### src/rtl/seq_detect_param.sv
`default_nettype none
// ============================================================================
// Module   : seq_detect_param
// Purpose  : Parametrised serial bit-pattern detector. One bit is sampled per
//            clock when in_valid is high, and a registered single-cycle pulse
//            is produced for each completed PATTERN (MSB received first).
//            Overlapping or non-overlapping matching can be selected, and a
//            saturating counter records the number of matches.
// Ports    : clk        - rising-edge clock
//            rst        - synchronous active-high reset
//            in_valid   - qualifies in; a bit is sampled only when high
//            in         - serial data bit
//            clr_cnt    - synchronous clear of match_cnt
//            out        - registered match pulse
//            match_cnt  - saturating match counter
//            fill       - number of valid bits held in history (0..PAT_LEN)
// Revision : 1.0 - initial release
// ============================================================================
module seq_detect_param #(
    parameter int                 PAT_LEN = 4,
    parameter logic [PAT_LEN-1:0] PATTERN = 4'b1101,
    parameter bit                 OVERLAP = 1'b1,
    parameter int                 CNT_W   = 8
) (
    input  logic                           clk,
    input  logic                           rst,
    input  logic                           in_valid,
    input  logic                           in,
    input  logic                           clr_cnt,
    output logic                           out,
    output logic [CNT_W-1:0]               match_cnt,
    output logic [$clog2(PAT_LEN+1)-1:0]   fill
);

    localparam int                    c_fill_w    = $clog2(PAT_LEN + 1);
    localparam logic [c_fill_w-1:0]   c_fill_full = c_fill_w'(PAT_LEN);
    localparam logic [c_fill_w-1:0]   c_fill_one  = c_fill_w'(1);
    localparam logic [CNT_W-1:0]      c_cnt_max   = {CNT_W{1'b1}};
    localparam logic [CNT_W-1:0]      c_cnt_one   = CNT_W'(1);

    // ------------------------------------------------------------------------
    // State
    // ------------------------------------------------------------------------
    logic [PAT_LEN-1:0]  r_hist;
    logic [c_fill_w-1:0] r_fill;
    logic                r_out;
    logic [CNT_W-1:0]    r_cnt;

    // ------------------------------------------------------------------------
    // Next-state terms for an accept cycle
    // ------------------------------------------------------------------------
    logic [PAT_LEN-1:0]  w_hist_nxt;
    logic [c_fill_w-1:0] w_fill_nxt;
    logic                w_match;
    logic                w_cnt_sat;

    always_comb begin
        w_hist_nxt = {r_hist[PAT_LEN-2:0], in};
        // fill saturates at PAT_LEN: once full, history is a sliding window
        w_fill_nxt = (r_fill == c_fill_full) ? r_fill : (r_fill + c_fill_one);
        // A match needs both the right contents and a fully-populated window,
        // so stale bits left over after a reset or restart never match.
        w_match    = in_valid && (w_hist_nxt == PATTERN) && (w_fill_nxt == c_fill_full);
        w_cnt_sat  = (r_cnt == c_cnt_max);
    end

    // ------------------------------------------------------------------------
    // History and fill level
    // ------------------------------------------------------------------------
    always_ff @(posedge clk) begin
        if (rst) begin
            r_hist <= '0;
            r_fill <= '0;
        end else if (in_valid) begin
            r_hist <= w_hist_nxt;
            // Non-overlapping mode only needs fill cleared: the old history
            // bits are shifted out before fill can reach PAT_LEN again.
            if (w_match && !OVERLAP) begin
                r_fill <= '0;
            end else begin
                r_fill <= w_fill_nxt;
            end
        end
    end

    // ------------------------------------------------------------------------
    // Match pulse: registered, so there is no combinational path in -> out
    // ------------------------------------------------------------------------
    always_ff @(posedge clk) begin
        if (rst) begin
            r_out <= 1'b0;
        end else begin
            r_out <= w_match;
        end
    end

    // ------------------------------------------------------------------------
    // Saturating match counter; clear has priority over a coincident match
    // ------------------------------------------------------------------------
    always_ff @(posedge clk) begin
        if (rst) begin
            r_cnt <= '0;
        end else if (clr_cnt) begin
            r_cnt <= '0;
        end else if (w_match && !w_cnt_sat) begin
            r_cnt <= r_cnt + c_cnt_one;
        end
    end

    assign out       = r_out;
    assign match_cnt = r_cnt;
    assign fill      = r_fill;

endmodule
`default_nettype wire

### config.mk
export PLATFORM = sky130hd
export DESIGN_NAME = seq_detect_param
export DESIGN_NICKNAME = d
export VERILOG_FILES = /design/src/rtl/seq_detect_param.sv
export SDC_FILE = /design/constraint.sdc
export NUM_CORES = 1
export LEC_CHECK = 0
export ABC_AREA = 1
export CAP_MARGIN = 5
export CORE_UTILIZATION = 54
export CTS_BUF_LIST = sky130_fd_sc_hd__clkbuf_16
export DETAILED_ROUTE_END_ITERATION = 6
export DONT_BUFFER_PORTS = 1
export GPL_TIMING_DRIVEN = 0
export PLACE_DENSITY = 0.72
export SLEW_MARGIN = 20
export SYNTH_ARGS = -nofsm -noshare
export SYNTH_HDL_FRONTEND = slang
export SYNTH_SLANG_ARGS = --single-unit
### constraint.sdc
create_clock -name clk -period 1.4 [get_ports clk]
set_clock_uncertainty 0.05 [all_clocks]
set_input_delay 0.14 -clock clk [delete_from_list [all_inputs] [get_ports clk]]
set_output_delay 0.14 -clock clk [all_outputs]
set_load 0.01 [all_outputs]
==> flow_metrics.env, run 1 <==
export IMPL_failing_checks="negative setup slack"
export IMPL_drt_via_density=5.80
export IMPL_synth_simple_gate_area_frac=0.419
export IMPL_synth_mux_area_frac=0
export IMPL_cp_data_arrival_time_ns=1.60
export IMPL_chipWidth_um=42.2
export IMPL_fin_ws_ns=-0.107
export IMPL_worst_r2r_cell_count=10
export IMPL_synth_xor_xnor_area_share=0.0301
export IMPL_fin_nets=146
export IMPL_synth_compound_area_share=0.0861
export IMPL_synth_distinct_cells=20
export IMPL_critical_path_required_ns=1.50
export IMPL_path_clk_slew_ns=0.05
export IMPL_seq_total_area_yosys=0.344
export IMPL_area_delta_synth_final_pct=29.4
export IMPL_cts_tree="built"
export IMPL_max_clock_freq_mhz=663
export IMPL_hold_path_class="primary input to flip-flop"
export IMPL_synth_fa_ha_area_frac=0.0430
export IMPL_slew_violations=0
export IMPL_power_share_clock=0.467
export IMPL_floorplan_initialDensity=0.579
export IMPL_tightest_slew_ns=0.345
export IMPL_run_status="finished, violations left"
export IMPL_ant_nets=0
export IMPL_ys_seq_elements=15
export IMPL_routed_wl_um=2280
export IMPL_relSlewSlack=0.768
export IMPL_pwr_share_seq=0.388
export IMPL_fin_crit_ns=1.51
export IMPL_dieArea_mm2=0.00178
export IMPL_final_common_cell="nand2_1"
export IMPL_drc=0
export IMPL_max_cap_violations=0
export IMPL_critPathKind="flip-flop to flip-flop"
export IMPL_min_delay_path_depth=3
export IMPL_core_area_mm2=0.00151
export IMPL_finalWeightedCongestion=0.765
export IMPL_grt_overflow_total=0
export IMPL_port_buffers=0
export IMPL_pre_cts_ws_ns=-0.140
export IMPL_p_sw_frac=0.252
export IMPL_power_per_cell_area_mw_per_mm2=1050
export IMPL_internal_power_uw=890
export IMPL_setup_worst_path_start_class="flip-flop"
export IMPL_clkSinkCount=15
export IMPL_cts_root_buffer_cell="clkbuf_16"
export IMPL_synth_nets=134
export IMPL_postLayoutCoreUtil=0.749
export IMPL_die_h_um=42.2
export IMPL_synth_top_family_by_area="simple AND/OR/NAND/NOR gates"
export IMPL_fillers=106
export IMPL_rsz0062_at_grt="true"
export IMPL_drt_initial_drc_count=38
export IMPL_rr_startpoint="fill[0]"
export IMPL_cp_startpoint="fill[0]"
export IMPL_final_period_utilization=1.08
export IMPL_switching_power_uw=300
export IMPL_worst_path_max_fanout=5
export IMPL_antennaDiodeCount=0
export IMPL_placementRows=14
export IMPL_syn_area_per_cell_um2=6.92
export IMPL_ir_worst_vdd_uv=616
export IMPL_endpoint_kind="flip-flop"
export IMPL_wire_length_of_the_first_global_routing_pass_um=3500
export IMPL_syn_inst=126
export IMPL_boundaryPins=17
export IMPL_fin_hold_viols=0
export IMPL_final_setup_viol_count=9
export IMPL_numCtsBuffers=3
export IMPL_static_leakage_power_nw=0.480
export IMPL_layout_cells_most_common_list="nand2_1, inv_1, nand3_1, nor2_1, dfxtp_1"
export IMPL_grt_pass1_vias=803
export IMPL_final_layout_size_suffix_gt1_frac=0.336
export IMPL_p_comb_frac=0.145
export IMPL_multi_input_area_um2=592
export IMPL_detailedRoute_firstPassIterationCount=4
export IMPL_ff_latch_area_um2=317
export IMPL_route_vias_total=888
export IMPL_hp_start="rst"
export IMPL_synth_warning_count=0
export IMPL_grt_max_degree=10
export IMPL_clk_path_buf_depth=2
export IMPL_number_of_antenna_violations_at_the_first_check_in_global_routing=0
export IMPL_cts_htree_levels=1
export IMPL_post_dp_hpwl_um=1280
export IMPL_track_usage=0.263
export IMPL_mappedNetlistArea_um2=872
export IMPL_routed_wire_length_per_instance_um=14.9
export IMPL_clk_insertion_delay_late_ns=0.25
## sequential cells by signal, indices dropped and copies added, names as in the netlist
| register | flops |
|---|---|
| match_cnt | 8 |
| fill | 3 |
| r_hist | 3 |
| out | 1 |
## final timing paths
check / to / slack (ns)
setup / recovery: match_cnt[6] / -0.11
hold / removal: match_cnt[6] / 0.003
setup reg to reg: match_cnt[6] / -0.11
hold reg to reg: r_hist[0] / 0.42
## cell families after synthesis
| kind of cell | Yosys count |
|---|---|
| AO/OA/AOI/OAI | 14 |
| XOR/XNOR | 3 |
| adder cells (fa/ha/maj) | 3 |
| buffers and inverters | 18 |
| flip-flops | 15 |
| AND/OR/NAND/NOR | 73 |
## cell usage after synthesis, drive strengths merged
| library cell | n | area share |
|---|---|---|
| o211ai | 1 | 0.0086 |
| nor3 | 2 | 0.011 |
| nand3b | 1 | 0.0086 |
| dfxtp | 15 | 0.34 |
| a211oi | 1 | 0.0086 |
| nand3 | 15 | 0.098 |
| inv | 18 | 0.077 |
| nand2 | 39 | 0.20 |
| ha | 3 | 0.043 |
| nor2 | 16 | 0.10 |
| o21ai | 3 | 0.017 |
| a21oi | 9 | 0.052 |
| xor2 | 3 | 0.030 |
## through the flow
stage	setup TNS, ns	instance area [um2]	hold slack, ns	power, mW	instances
after floorplan	0	895	0.159	0.568	126
after global placement	-0.571	915	0.164	0.583	142
after detailed placement	-0.985	915	0.165	0.588	142
after CTS	-0.432	1100	0.00470	1.18	152
after global routing	-1.45	1130	0.0383	1.24	153
final	-0.673	1130	0.00306	1.19	153
## critical path, cell delays in order (launching register included)
cell,delay [ns]
dfxtp_4,0.40
inv_4,0.05
ha_4,0.23
inv_2,0.05
nand2_2,0.05
nand2_2,0.08
nand2_4,0.10
nor2_4,0.20
nand3_1,0.10
nand2_1,0.07
nor2_1,0.04
## final cells by class
class / instances / area share
multi-input cells: 94 / 0.524
flip-flops and latches: 15 / 0.280
clock buffers: 3 / 0.0665
inverters: 18 / 0.0621
repair buffers: 6 / 0.0443
well taps: 16 / 0.0177
clock inverters: 1 / 0.00443
## routing by layer
metal	part of all wire	GRT usage	wire [um]	up-vias
li1	-	-	-	429
met1	0.40	0.322	907	409
met2	0.50	0.446	1140	40
met3	0.074	0.0603	168	10
met4	0.028	0.100	63	0
met5	0	0	0	-
## power by group through the flow
stage,combinational (mW),sequential [mW],clock (mW)
2_1_floorplan,0.102,0.466,0
3_3_place_gp,0.113,0.469,0
3_5_place_dp,0.118,0.470,0
5_1_grt,0.190,0.465,0.584
6_report,0.172,0.462,0.556
4_1_cts,0.154,0.463,0.561
## timing repair
action,in CTS,in global routing
setup buffers,3,1
resized for setup,16,6
gates cloned,1,0
hold buffers,2,0
setup endpoints to repair,8,9
hold endpoints to repair,6,0
pin swaps,9,4
No activity file was read; power rests on OpenSTA's default activity.
==> run 2, diff against run 1 <==
- CAP_MARGIN: 5 -> 20
==> results of run 2 <==
Same layout as run 1: the final DEF is identical, and so are final timing and power.
